### src/rtl/wb_sram_bank_ctrl.sv
// wb_sram_bank_ctrl: Wishbone classic slave in front of NUM_BANKS single-port
// SRAM macros with active-low CSB/WEB and a byte write mask. One access is in
// flight at a time. Each access produces a one-cycle macro strobe and then a
// one-cycle ack.
//
// Optional feature macro: SRAM_ERR_EN. When it is defined, an address outside
// the window returns a one-cycle wbs_err_o instead of an ack.
//
// Ports:
//   wb_clk_i, wb_rst_i   clock, synchronous active-high reset
//   wbs_*_i / wbs_*_o    Wishbone classic slave (byte address, 32-bit data)
//   sram_csb_o           per-bank chip select, active-low
//   sram_web_o           shared write enable, active-low
//   sram_wmask_o         shared byte write mask
//   sram_addr_o          shared word address within the bank
//   sram_din_o           shared write data
//   sram_dout_i          read data; bank b is at [32b+31:32b]
module wb_sram_bank_ctrl #(
  parameter logic [31:0] BASE_ADDR  = 32'h3000_0000,
  parameter int unsigned NUM_BANKS  = 2,
  parameter int unsigned BANK_WORDS = 1024,
  parameter int unsigned READ_LAT   = 1
) (
  input  logic                            wb_clk_i,
  input  logic                            wb_rst_i,
  input  logic                            wbs_cyc_i,
  input  logic                            wbs_stb_i,
  input  logic                            wbs_we_i,
  input  logic [3:0]                      wbs_sel_i,
  input  logic [31:0]                     wbs_adr_i,
  input  logic [31:0]                     wbs_dat_i,
  output logic [31:0]                     wbs_dat_o,
  output logic                            wbs_ack_o,
  output logic                            wbs_err_o,
  output logic [NUM_BANKS-1:0]            sram_csb_o,
  output logic                            sram_web_o,
  output logic [3:0]                      sram_wmask_o,
  output logic [$clog2(BANK_WORDS)-1:0]   sram_addr_o,
  output logic [31:0]                     sram_din_o,
  input  logic [32*NUM_BANKS-1:0]         sram_dout_i
);

  localparam int unsigned AW     = $clog2(BANK_WORDS);
  localparam int unsigned BW     = (NUM_BANKS > 1) ? $clog2(NUM_BANKS) : 1;
  localparam int unsigned WIN_AW = $clog2(NUM_BANKS * BANK_WORDS * 4);
  localparam int unsigned WW     = WIN_AW - 2;
  localparam int unsigned CW     = 2;

  typedef enum logic [1:0] {S_IDLE, S_ISSUE, S_WAIT, S_RESP} state_e;

  state_e               state_q, state_d;
  logic [BW-1:0]        bank_q, bank_d;
  logic                 we_q, we_d;
  logic [CW-1:0]        cnt_q, cnt_d;
  logic [31:0]          dat_q, dat_d;
  logic                 ack_q, ack_d;
  logic [NUM_BANKS-1:0] csb_q, csb_d;
  logic                 web_q, web_d;
  logic [3:0]           wmask_q, wmask_d;
  logic [AW-1:0]        addr_q, addr_d;
  logic [31:0]          din_q, din_d;
`ifdef SRAM_ERR_EN
  logic                 err_q, err_d;
`endif

  // Address decode: the window is aligned, so a hit is a compare of the upper bits.
  logic [WW-1:0] req_word;
  logic [AW-1:0] req_addr;
  logic [BW-1:0] req_bank;
  logic          req_hit;
  logic          unused_adr;

  assign req_word   = wbs_adr_i[WIN_AW-1:2];
  assign req_addr   = req_word[AW-1:0];
  assign req_bank   = BW'(req_word >> AW);
  assign req_hit    = (wbs_adr_i >> WIN_AW) == (BASE_ADDR >> WIN_AW);
  assign unused_adr = ^wbs_adr_i[1:0];

  // Select the read data of the bank that was strobed.
  logic [31:0] rd_word;
  always_comb begin
    rd_word = '0;
    for (int unsigned b = 0; b < NUM_BANKS; b++) begin
      if (bank_q == BW'(b)) rd_word = sram_dout_i[32*b +: 32];
    end
  end

  // Next-state and registered-output logic.
  always_comb begin
    state_d = state_q;
    bank_d  = bank_q;
    we_d    = we_q;
    cnt_d   = cnt_q;
    dat_d   = dat_q;
    ack_d   = 1'b0;
    csb_d   = '1;
    web_d   = 1'b1;
    wmask_d = 4'h0;
    addr_d  = addr_q;
    din_d   = din_q;
`ifdef SRAM_ERR_EN
    err_d   = 1'b0;
`endif
    unique case (state_q)
      S_IDLE: begin
        if (wbs_cyc_i && wbs_stb_i) begin
          if (req_hit) begin
            bank_d  = req_bank;
            we_d    = wbs_we_i;
            addr_d  = req_addr;
            din_d   = wbs_dat_i;
            web_d   = ~wbs_we_i;
            wmask_d = wbs_we_i ? wbs_sel_i : 4'h0;
            // A write with no byte selected has nothing to store, so the macro is not strobed.
            if (!(wbs_we_i && (wbs_sel_i == 4'h0))) begin
              csb_d = ~(NUM_BANKS'(1) << req_bank);
            end
            state_d = S_ISSUE;
          end else begin
`ifdef SRAM_ERR_EN
            err_d   = 1'b1;
`else
            ack_d   = 1'b1;
`endif
            state_d = S_RESP;
          end
        end
      end
      S_ISSUE: begin
        // Dropping cyc here abandons the response, but the macro has already seen the strobe.
        if (!wbs_cyc_i) begin
          state_d = S_IDLE;
        end else if (we_q) begin
          ack_d   = 1'b1;
          state_d = S_RESP;
        end else begin
          cnt_d   = CW'(READ_LAT - 1);
          state_d = S_WAIT;
        end
      end
      S_WAIT: begin
        if (!wbs_cyc_i) begin
          state_d = S_IDLE;
        end else if (cnt_q == '0) begin
          dat_d   = rd_word;
          ack_d   = 1'b1;
          state_d = S_RESP;
        end else begin
          cnt_d   = cnt_q - CW'(1);
        end
      end
      S_RESP: begin
        // The response is presented in this cycle; stb is not sampled.
        state_d = S_IDLE;
      end
      default: state_d = S_IDLE;
    endcase
  end

  // State and output registers.
  always_ff @(posedge wb_clk_i) begin
    if (wb_rst_i) begin
      state_q <= S_IDLE;
      bank_q  <= '0;
      we_q    <= 1'b0;
      cnt_q   <= '0;
      dat_q   <= '0;
      ack_q   <= 1'b0;
      csb_q   <= '1;
      web_q   <= 1'b1;
      wmask_q <= 4'h0;
      addr_q  <= '0;
      din_q   <= '0;
`ifdef SRAM_ERR_EN
      err_q   <= 1'b0;
`endif
    end else begin
      state_q <= state_d;
      bank_q  <= bank_d;
      we_q    <= we_d;
      cnt_q   <= cnt_d;
      dat_q   <= dat_d;
      ack_q   <= ack_d;
      csb_q   <= csb_d;
      web_q   <= web_d;
      wmask_q <= wmask_d;
      addr_q  <= addr_d;
      din_q   <= din_d;
`ifdef SRAM_ERR_EN
      err_q   <= err_d;
`endif
    end
  end

  assign wbs_dat_o    = dat_q;
  assign wbs_ack_o    = ack_q;
`ifdef SRAM_ERR_EN
  assign wbs_err_o    = err_q;
`else
  assign wbs_err_o    = 1'b0;
`endif
  assign sram_csb_o   = csb_q;
  assign sram_web_o   = web_q;
  assign sram_wmask_o = wmask_q;
  assign sram_addr_o  = addr_q;
  assign sram_din_o   = din_q;

endmodule
### config.mk
export PLATFORM = sky130hd
export DESIGN_NAME = wb_sram_bank_ctrl
export DESIGN_NICKNAME = d
export VERILOG_FILES = /design/src/rtl/wb_sram_bank_ctrl.sv
export SDC_FILE = /design/constraint.sdc
export NUM_CORES = 1
export LEC_CHECK = 0
export BUFFER_PORTS_ARGS = -buffer_cell sky130_fd_sc_hd__buf_2
export CORE_ASPECT_RATIO = 1.4
export CORE_MARGIN = 10
export CORE_UTILIZATION = 44
export CTS_CLUSTER_DIAMETER = 60
export DETAILED_ROUTE_END_ITERATION = 12
export PLACE_DENSITY = 0.8
export SLEW_MARGIN = 20
export SYNTH_ARGS = -nofsm -noshare
export SYNTH_HDL_FRONTEND = slang
export SYNTH_SLANG_ARGS = --single-unit
export TNS_END_PERCENT = 30
### constraint.sdc
create_clock -name wb_clk_i -period 2.15 [get_ports wb_clk_i]
set_clock_uncertainty 0.2 [all_clocks]
set_input_delay 0.1075 -clock wb_clk_i [delete_from_list [all_inputs] [get_ports wb_clk_i]]
set_output_delay 0.1075 -clock wb_clk_i [all_outputs]
set_load 0.02 [all_outputs]
==> results of run 1 <==
-- repair_timing --
action | in CTS | in global routing
setup endpoints to repair | 2 | 11
endpoints found under the hold margin | 83 | 0
resized for setup | 1 | 4
gates cloned | 0 | 0
hold buffers | 112 | 0
-- cell families after synthesis --
logic type	after synthesis	synth area share [%]
buffers and inverters	50	6.82
DFF	88	45.8
muxes	33	8.58
adders and majority gates	5	1.62
and+or+nand+nor	112	18.0
AOI/OAI and AO/OA	129	19.1
other	1	0.0974
-- power groups by stage --
stage / clock network, µW / registers [µW] / logic, µW
2_1_floorplan: 0 / 2090 / 551
3_3_place_gp: 0 / 1900 / 1150
3_5_place_dp: 0 / 1910 / 1190
4_1_cts: 1820 / 1880 / 1370
5_1_grt: 1890 / 1910 / 1560
6_report: 1790 / 1890 / 1450
-- how the worst min path moves through the flow --
| stage | end |
|---|---|
| after floorplan | sram_csb_o[1]$_SDFF_PP1_ |
| after global placement | sram_csb_o[1]$_SDFF_PP1_ |
| after detailed placement | sram_csb_o[1]$_SDFF_PP1_ |
| after CTS | wbs_dat_o[19]$_SDFFE_PP0P_ |
| after global routing | wbs_dat_o[19]$_SDFFE_PP0P_ |
| final | wbs_dat_o[19]$_SDFFE_PP0P_ |
-- through the flow --
step | instance area [µm²] | setup WS, ns | cells | TNS [ns] | hold slack [ns]
3_5_place_dp | 4980 | -0.00151 | 707 | -0.00151 | 0.107
3_3_place_gp | 4980 | 0.0936 | 707 | 0 | 0.110
2_1_floorplan | 3850 | 0.459 | 418 | 0 | -0.0207
4_1_cts | 6460 | 0.0301 | 835 | 0 | 0.000887
5_1_grt | 6480 | -0.00363 | 839 | -0.00663 | 0.0134
6_report | 6480 | 0.132 | 840 | 0 | -0.0130
-- critical path: cells and delay by family, from the launching register on --
| family | cells | cell delay [ns] |
|---|---|---|
| compound gates | 2 | 0.30 |
| fa+ha+maj | 1 | 0.24 |
| buf+inv | 2 | 0.34 |
| flops | 1 | 0.31 |
| simple gates | 2 | 0.49 |
-- cells in the final DEF, fill, tap and decap left out, types with 2 or more instances in the layout --
master / Yosys / layout
and2_1: 5 / 4
a211oi_1: 32 / 32
a21oi_1: 48 / 47
and3_2: 0 / 3
nor4_4: 2 / 2
nand2b_1: 2 / 2
mux2i_1: 33 / 33
nor4_1: 2 / 2
o21ai_0: 45 / 45
nor4b_4: 2 / 2
nor2_1: 36 / 36
inv_1: 5 / 5
buf_2: 15 / 216
nand3_1: 2 / 2
buf_12: 0 / 5
bufinv_16: 0 / 3
dlygate4sd3_1: 0 / 111
nand3b_1: 2 / 2
nand2_1: 3 / 3
nand4_1: 44 / 44
buf_4: 7 / 7
ha_1: 5 / 4
diode_2: 0 / 5
dfxtp_1: 88 / 87
clkbuf_16: 0 / 9
-- sequential cells by signal (all words and copies together) (netlist names) --
signal	count
sram_web_o	1
wbs_ack_o	1
sram_wmask_o	4
we_q	1
state_q	2
sram_addr_o	10
sram_din_o	32
sram_csb_o	2
bank_q	1
cnt_q	2
wbs_dat_o	32
-- metal layers --
metal / GRT usage, % / share of wire (%) / vias to the layer above
met1: 25.9 / 38 / 2196
met3: 9.35 / 10 / 32
li1: - / - / 2164
met2: 41.9 / 49 / 281
met4: 10.5 / 2.4 / 0
met5: 0 / 0 / -
-- cells in the mapped netlist, drive strengths merged, types with 2 or more instances --
cell,count
and3,3
a21oi,48
a211oi,32
nand4,44
o21ai,45
buf,29
mux2i,33
inv,5
nand2,3
nor3,2
dfxtp,88
nand3b,2
and2,5
clkbuf,16
nor4,5
nor2,36
nand2b,2
ha,5
nand3,4
nor4b,2
-- cell type report --
class | instances | area, µm²
Sequential cell | 88 | 1760
Clock inverter | 5 | 104
Tap cell | 105 | 131
Fill cell | 524 | 2070
Antenna cell | 5 | 12.5
Timing Repair Buffer | 341 | 2370
Clock buffer | 11 | 243
Multi-Input combinational cell | 280 | 1840
Inverter | 5 | 18.8
==> results.cfg, run 1 <==
[floorplanning]
start_util_pct = 45.0
die-height_um = 131
design.portCount = 220
rows = 40
core_area_mm2 = 0.00856
chipWidth_um = 99.1
die-area_mm2 = 0.0129

[global_route]
number_of_global_route_vias_before_repair = 4878
number_of_antenna_violations_at_the_first_check_in_global_routing = 4
gr-usage-all-layers_pct = 24.3
grt_first_pass_wirelength_um = 25500
remaining_global_route_overflow = 0
pin_count_of_the_biggest_net_entering_global_routing = 65

[worst_setup_path]
cp-endpoint = sram_din_o[2]$_SDFFE_PP0P_
worst_r2r_startpoint = state_q[0]$_SDFFE_PP0P_
worstSetupStartpoint = state_q[0]$_SDFFE_PP0P_
crit_arrival_ns = 2.03
reg2reg_path_depth = 7
cp-start-kind = flip-flop
rr_endpoint = sram_din_o[2]$_SDFFE_PP0P_
critical_path_class = reg -> reg
setup.reg_to_reg.worst_slack_ns = 0.13
endpoint_kind = flip-flop
cpMaxStageDelayCell = dfxtp_1
critical_path.cell_chain = inv_1, ha_1, and3_2, nand3_4, buf_12, o21ai_0, a21oi_1
critical-path-max-stage-delay_ns = 0.31
critical_path_peak_fanout = 33
crit_required_ns = 2.16

[power_and_ir_drop]
p_seq_share_pct = 36.8
p_leak_uw = 0.00277
cell_internal_pwr_uw = 3590
p_sw_uw = 1550
power.ir.vdd_worst_v = 0.000560
cellPowerDensity_mw_per_mm2 = 792
report.power.total_uw = 5140
power.combinational.fraction_pct = 28.3
power_frac_clock_pct = 34.9
switching_share_pct = 30.2

[yosys]
synth_nets = 560
synth-seq-area-share_pct = 45.8
ys.warnings.count = 0
top_post_synthesis_cells_by_area = dfxtp_1 (46%), mux2i_1 (8.6%), nand4_1 (7.1%), a21oi_1 (6.2%), a211oi_1 (6.2%)
synth_top_cell_area_share_pct = 45.8
synthFlopType = dfxtp_1
post_synth_edffs = 0
ys_seq_elements = 88
synthesis.area_mm2 = 0.00385
synth_async_sr_flop_share_pct = 0
post-synth-top-area-cell = dfxtp_1
synth_area_per_cell_um2 = 9.21
syn_inst = 418
count_of_different_cell_masters_after_synthesis = 36

[clock_tree]
clock_buffer_count_from_cts = 9
insertion_delay_ns = 0.34
tritoncts = built
clk_pin_slew_ns = 0.06
clock_sink_count = 88
cts-htree-levels = 3
clock_tree.root_cell = clkbuf_16
cts_setup_buffers = 0
clk_path_buf_depth = 2

[sta]
timing_max_transition_violations_final = 0
setup_violations = 0
finalCritPeriodShare_pct = 93.9
clock.fmax_mhz = 496
timing.final.crit_period_ns = 2.02
hold_violations = 1
max_slew_headroom_pct = 51.4
worst_pin_slew_ns = 0.729
worst_hold_slack_after_final_layout_ns = -0.0130

[status]
violations = hold timing
status = finished, violations left

[routing]
wl_um = 16300
antenna_left = 0
dr_total_vias = 4673
dr.pass1.iters = 5
remaining_routing_drc_violations = 0
drt_iter0_drc = 261
post_detailed_route_wirelength_per_cell_um = 19.5
route.detailed.vias_per_inst = 5.56

[worst_hold_path]
min_path_type = in -> reg
hold_depth = 3
worst_hold_startpoint = sram_dout_i[19]

[flow_run]
max-cap-violations = 0

[finish]
final_util_pct = 75.8
drive_gt1_share_pct = 35.5
net_count_reported_at_finish = 867
area_delta_synth_final_pct = 68.4

[placed_design]
placement.io_buffers = 216
dp.final_hpwl_um = 9710
place_congestion = 0.794
Note: power is estimated with default switching activity, not from simulation.
==> run 2, diff against run 1 <==
--- a/config.mk
+++ b/config.mk
@@ -5,13 +5,14 @@
 export SDC_FILE = /design/constraint.sdc
 export NUM_CORES = 1
 export LEC_CHECK = 0
+export ABC_AREA = 1
 export BUFFER_PORTS_ARGS = -buffer_cell sky130_fd_sc_hd__buf_2
 export CORE_ASPECT_RATIO = 1.4
 export CORE_MARGIN = 10
-export CORE_UTILIZATION = 44
+export CORE_UTILIZATION = 40
 export CTS_CLUSTER_DIAMETER = 60
 export DETAILED_ROUTE_END_ITERATION = 12
-export PLACE_DENSITY = 0.8
+export PLACE_DENSITY = 0.76
 export SLEW_MARGIN = 20
 export SYNTH_ARGS = -nofsm -noshare
 export SYNTH_HDL_FRONTEND = slang
==> constraint.sdc (replaced) <==
create_clock -name wb_clk_i -period 1.7 [get_ports wb_clk_i]
set_clock_uncertainty 0.2 [all_clocks]
set_input_delay 0.085 -clock wb_clk_i [delete_from_list [all_inputs] [get_ports wb_clk_i]]
set_output_delay 0.085 -clock wb_clk_i [all_outputs]
set_load 0.02 [all_outputs]
==> run 2 against run 1 <==
Compared with the run above:
- the run ends with setup timing left
- wire length is 7.4% higher
- via count is 6.9% higher
- sequential share of layout area is 2.1 points lower
- non-clock buffer count is 17 higher
- count of clock-buffer cells in the layout stayed put
- cell count is 24% higher
- fmax is 15% higher
- global-route usage is 2.5 points lower
- sequential power is 32% higher
- largest cell class unchanged
- highest routed layer unchanged
==> results.cfg, run 2 <==
[sta]
timing.final.crit_period_ns = 1.75
setup_violations = 4
worst_hold_slack_after_final_layout_ns = 0.0247
finalCritPeriodShare_pct = 103
postLayoutSetupSlackWorst_ns = -0.0501
timing_max_transition_violations_final = 0
clock.fmax_mhz = 571
unrepaired_setup_endpoints_after_global_routing = yes
hold_violations = 0

[clock_tree]
clock_tree.root_cell = clkbuf_16
cts-htree-levels = 3
insertion_delay_ns = 0.33
clk_pin_slew_ns = 0.06
tritoncts = built
clk_path_buf_depth = 2
clock_sink_count = 88
clock_buffer_count_from_cts = 9

[placed_design]
placement.io_buffers = 216
dp.final_hpwl_um = 9490
dp_cells = 898
place_congestion = 0.798

[routing]
drt_iter0_drc = 236
dr_total_vias = 4994
antenna_left = 0
remaining_routing_drc_violations = 0
wl_um = 17500
dr.pass1.iters = 5
post_detailed_route_wirelength_per_cell_um = 16.8
route.detailed.vias_per_inst = 4.78

[power_and_ir_drop]
cellPowerDensity_mw_per_mm2 = 957
p_leak_uw = 0.00366
power.ir.vdd_worst_v = 0.000605

[global_route]
gr-usage-all-layers_pct = 21.8
number_of_global_route_vias_before_repair = 4960
number_of_antenna_violations_at_the_first_check_in_global_routing = 3
remaining_global_route_overflow = 0
pin_count_of_the_biggest_net_entering_global_routing = 41
grt_first_pass_wirelength_um = 25500

[worst_hold_path]
min_path_type = in -> reg

[worst_setup_path]
critical_path_peak_fanout = 34
crit_required_ns = 1.74
crit_arrival_ns = 1.79
endpoint_kind = flip-flop
cp-start-kind = flip-flop
critical_path_class = reg -> reg

[yosys]
ys.warnings.count = 0
top_post_synthesis_cells_by_area = dfxtp_1 (45%), nand2_1 (16%), nor2_1 (9.2%), inv_1 (6.3%), a31oi_1 (5.1%)
synth_commonest_cells = nand2_1 (171), nor2_1 (97), dfxtp_1 (88)
synth_async_sr_flop_share_pct = 0
post_synth_edffs = 0
synthesis.area_mm2 = 0.00394
synth-seq-area-share_pct = 44.7
syn_inst = 566
count_of_different_cell_masters_after_synthesis = 26
post-synth-top-area-cell = dfxtp_1
yosysMostFrequentCell = nand2_1
synth_area_per_cell_um2 = 6.96
ys_seq_elements = 88
synthFlopType = dfxtp_1
synth_top_cell_area_share_pct = 44.7
synth_nets = 708

[floorplanning]
core_area_mm2 = 0.00956
rows = 42
die-height_um = 137
chipWidth_um = 104
design.portCount = 220
start_util_pct = 41.2
die-area_mm2 = 0.0143

[flow_run]
max-cap-violations = 0

[finish]
area_delta_synth_final_pct = 79.0
final-instance-count-excl-fill = 1044
layout_common_cells = buf_2 (216), nand2_1 (170), dlygate4sd3_1 (115)
layout.cells.most_common = buf_2
net_count_reported_at_finish = 1046
drive_gt1_share_pct = 35.2
final_util_pct = 73.8

[status]
violations = setup timing
status = finished, violations left
-- run 2: cell types whose count changed after synthesis, moves of 7 or more --
cell,before,now
inv_1,5,66
a21oi_1,48,5
nor2_1,36,97
a211oi_1,32,1
buf_2,15,7
mux2i_1,33,0
nand4_1,44,2
nand2_1,3,171
a31oi_1,0,32
nor2_2,0,12
o21ai_0,45,38
-- run 2: metrics by stage --
stage | power [µW] | cell area, µm² | setup TNS, ns | worst slack, ns
6_report | 6750 | 7060 | -0.0782 | -0.0501
5_1_grt | 7070 | 7060 | -0.930 | -0.0861
4_1_cts | 6380 | 6650 | 0 | 0.0167
2_1_floorplan | 3400 | 3940 | 0 | 0.108
3_3_place_gp | 4030 | 5170 | 0 | 0.0135
3_5_place_dp | 4050 | 5170 | -0.0279 | -0.0279
-- run 2: cell families after synthesis --
group                    count (synthesis)  synth area share, %
AND/OR/NAND/NOR                        297                 31.1
buffers and inverters                   98                 11.6
AO/OA/AOI/OAI                           77                 10.9
other                                    1               0.0951
adder cells (fa/ha/maj)                  5                 1.59
flip-flops                              88                 44.7
-- run 2: area by class of cell --
class / count / area, µm²
Clock buffer: 11 / 243
Tap cell: 132 / 165
Sequential cell: 88 / 1770
Fill cell: 686 / 2510
Clock inverter: 5 / 80.1
Multi-Input combinational cell: 380 / 1900
Inverter: 67 / 259
Timing Repair Buffer: 358 / 2630
Antenna cell: 3 / 7.51
-- run 2: final timing paths --
check                                              from                          end  slack [ns]  depth (start not counted)
worst min register to register        we_q$_SDFFE_PP0P_            we_q$_SDFFE_PP0P_        0.27                          2
worst max register to register  state_q[1]$_SDFFE_PP0P_  sram_din_o[15]$_SDFFE_PP0P_       -0.05                          9
worst min-delay path                          wbs_stb_i         wbs_ack_o$_SDFF_PP0_        0.02                          5
worst max-delay path            state_q[1]$_SDFFE_PP0P_  sram_din_o[15]$_SDFFE_PP0P_       -0.05                          9
-- run 2: where the power goes --
group	leakage (µW)	internal [µW]	total, µW	switching [µW]
logic	0.00280	986	2150	1160
registers	0.000714	2330	2490	155
clock network	0.000152	1330	2110	789
total	0.00366	4650	6750	2110
-- run 2: worst max-delay path, cell delays in order (launching register included) --
cell and delay [ns]:
dfxtp_4 0.36, inv_4 0.07, ha_4 0.14, inv_4 0.04, nor2_4 0.16, nand4_4 0.14
buf_12 0.20, nand2_1 0.09, nand2_1 0.08, nor2_1 0.17
-- run 2: repair_timing --
item | CTS | global route
cloned | 0 | 8
setup buffers | 0 | 4
endpoints found under the hold margin | 86 | 0
pin swaps | 1 | 5
endpoints found under the setup margin | 4 | 75
hold buffers | 115 | 0
gates resized for setup | 2 | 60
-- run 2: metal layers --
layer  GRT usage, %  part of all wire [%]  wire, µm  up-vias
li1               -                     -         -     2424
met1           23.6                    37      6450     2220
met2           37.7                    49      8640      314
met3           9.07                    12      2090       36
met4           7.60                   2.1       369        0
met5              0                     0         0        -
==> run 3, diff against run 2 <==
--- a/config.mk
+++ b/config.mk
@@ -12,7 +12,9 @@
 export CORE_UTILIZATION = 40
 export CTS_CLUSTER_DIAMETER = 60
 export DETAILED_ROUTE_END_ITERATION = 12
+export GPL_TIMING_DRIVEN = 0
 export PLACE_DENSITY = 0.76
+export REMOVE_ABC_BUFFERS = 1
 export SLEW_MARGIN = 20
 export SYNTH_ARGS = -nofsm -noshare
 export SYNTH_HDL_FRONTEND = slang
==> run 3 against run 2 <==
Compared with the run above:
- the run still ends with setup timing left
- die area did not move
- sequential cell count did not move
- clock power fell by 2%
- core utilization rose by 0.092 points
- non-clock buffer count fell by 10
- sequential share of layout area barely moved
- register-to-register slack got worse by 0.098 ns
- fmax fell by 5.3%
- critical path depth did not move
- wire length rose by 11%
- critical path type unchanged
- count of clock-buffer cells in the layout rose by 1
==> results.cfg, run 3 (synthesis results as in run 2) <==
[floorplanning]
die-height_um = 137
chipWidth_um = 104
core_area_mm2 = 0.00956
die-area_mm2 = 0.0143
rows = 42
design.portCount = 220
start_util_pct = 41.2

[finish]
layout_common_cells = buf_2 (216), nand2_1 (165), dlygate4sd3_1 (116)
finish.instance_area_mm2 = 0.00706
area_delta_synth_final_pct = 79.2
drive_gt1_share_pct = 34.0
net_count_reported_at_finish = 1048
layout.cells.most_common = buf_2

[sta]
setup_violations = 19
timing_max_transition_violations_final = 0
unrepaired_setup_endpoints_after_global_routing = yes
setup_tns_ns = -0.547
hold_violations = 0
max_slew_headroom_pct = 39.3
postLayoutSetupSlackWorst_ns = -0.149
worst_pin_slew_ns = 0.907
finalCritPeriodShare_pct = 109
clock.fmax_mhz = 541
timing.final.crit_period_ns = 1.85

[global_route]
remaining_global_route_overflow = 0
grt_first_pass_wirelength_um = 29000
number_of_global_route_vias_before_repair = 5654
pin_count_of_the_biggest_net_entering_global_routing = 79
gr-usage-all-layers_pct = 25.3
number_of_antenna_violations_at_the_first_check_in_global_routing = 2

[placed_design]
placed_area_mm2 = 0.00501
dp.final_hpwl_um = 8800
placement.io_buffers = 216
worst_slack_at_placement_ns = -0.871
place_congestion = 0.822

[routing]
wl_um = 19400
antenna_left = 0
route.detailed.vias_per_inst = 5.08
drt_iter0_drc = 225
remaining_routing_drc_violations = 0
dr.pass1.iters = 5
dr_total_vias = 5324
post_detailed_route_wirelength_per_cell_um = 18.5

[worst_setup_path]
cp-start-kind = flip-flop
critical-path-max-stage-delay_ns = 0.34
cpMaxStageDelayCell = dfxtp_2
crit_arrival_ns = 1.91
rr_endpoint = sram_addr_o[2]$_SDFFE_PP0P_
crit_required_ns = 1.76
reg2reg_path_depth = 9
critical_path_class = reg -> reg
setup.reg_to_reg.worst_slack_ns = -0.15
timing.critical_path.depth = 9
worstSetupStartpoint = state_q[0]$_SDFFE_PP0P_
timing.critical_path.max_delay_family = simple AND/OR/NAND/NOR gates
worst_r2r_startpoint = state_q[0]$_SDFFE_PP0P_
cp-endpoint = sram_addr_o[2]$_SDFFE_PP0P_
cp.buffers_inverters = 3
critical_path_peak_fanout = 7
critical_path.cell_chain = inv_4, ha_4, inv_4, nor2_4, buf_12, nand4_4, nand2_1, nand2_1, nor2_1
endpoint_kind = flip-flop

[clock_tree]
clk_path_buf_depth = 2
clock_sink_count = 88
clk_pin_slew_ns = 0.07
clock_buffer_count_from_cts = 9
cts-htree-levels = 3
tritoncts = built
insertion_delay_ns = 0.34
clock_tree.root_cell = clkbuf_16

[power_and_ir_drop]
p_leak_uw = 0.00369
cell_internal_pwr_uw = 4650
report.power.total_uw = 6950
power.combinational.fraction_pct = 34.6
p_sw_uw = 2300
power_frac_clock_pct = 29.6
switching_share_pct = 33.1
p_seq_share_pct = 35.8
cellPowerDensity_mw_per_mm2 = 983
power.ir.vdd_worst_v = 0.000649

[status]
violations = setup timing
status = finished, violations left

[worst_hold_path]
min_path_type = in -> reg

[flow_run]
max-cap-violations = 0
[run 3: changes by cell type in the layout (fill, tap and decap cells not counted), sizes merged, moves of 2 or more]
cell	before	now
buf	237	229
nand4	3	10
clkinv	1	3
clkbuf	17	14
diode	3	5
nand3	5	8
[run 3: how the worst min path moves through the flow]
stage	startpoint	cells past startpoint	endpoint
after floorplan	wbs_adr_i[12]	1	sram_csb_o[1]$_SDFF_PP1_
after detailed placement	wbs_adr_i[12]	2	sram_csb_o[1]$_SDFF_PP1_
after global placement	wbs_adr_i[12]	2	sram_csb_o[1]$_SDFF_PP1_
after CTS	wbs_adr_i[30]	7	state_q[1]$_SDFFE_PP0P_
after global routing	wbs_stb_i	5	wbs_ack_o$_SDFF_PP0_
final	wbs_adr_i[30]	7	state_q[1]$_SDFFE_PP0P_
[run 3: tightest hold or removal path: cells and delay by family]
family,cells,cell delay [ns]
and+or+nand+nor,5,0.31
buffers and inverters,2,0.15
[run 3: layout make-up]
type                            count  area (µm²)
Timing Repair Buffer              348        2480
Fill cell                         669        2500
Clock inverter                      4        52.6
Multi-Input combinational cell    391        2050
Inverter                           67         265
Timing Repair inverter              1        7.51
Sequential cell                    88        1770
Clock buffer                       12         256
Antenna cell                        5        12.5
Tap cell                          132         165
[run 3: through the flow]
stage               utilization (%)  instances  hold slack [ns]
floorplan                         -        535          -0.0460
detailed placement             52.4        884           0.0971
finish                         73.9       1048           0.0284
global route                   73.8       1045           0.0586
global placement               52.1        883           0.0856
CTS                            72.0       1039           0.0160
[run 3: what timing repair did]
item	CTS	global route
gates resized for setup	26	26
endpoints found under the setup margin	83	88
endpoints found under the hold margin	86	0
hold buffers	116	0
setup buffers	9	3
pin swaps	9	10
gates cloned	14	2
[run 3: routing by layer]
layer  part of all wire (%)  up-vias  wire length (µm)  GRT usage (%)
met4                    4.5        0               881           16.2
met3                    9.4       77              1820           7.76
met2                     53      334             10200           46.9
met1                     34     2450              6510           23.9
li1                       -     2463                 -              -
met5                      0        -                 0              0
[run 3: power groups by stage]
stage / Combinational, µW / Clock, µW / Sequential (µW)
finish: 2400 / 2060 / 2490
floorplan: 616 / 0 / 2740
global route: 2580 / 2160 / 2510
CTS: 2080 / 2060 / 2450
detailed placement: 1470 / 0 / 2490
global placement: 1410 / 0 / 2480
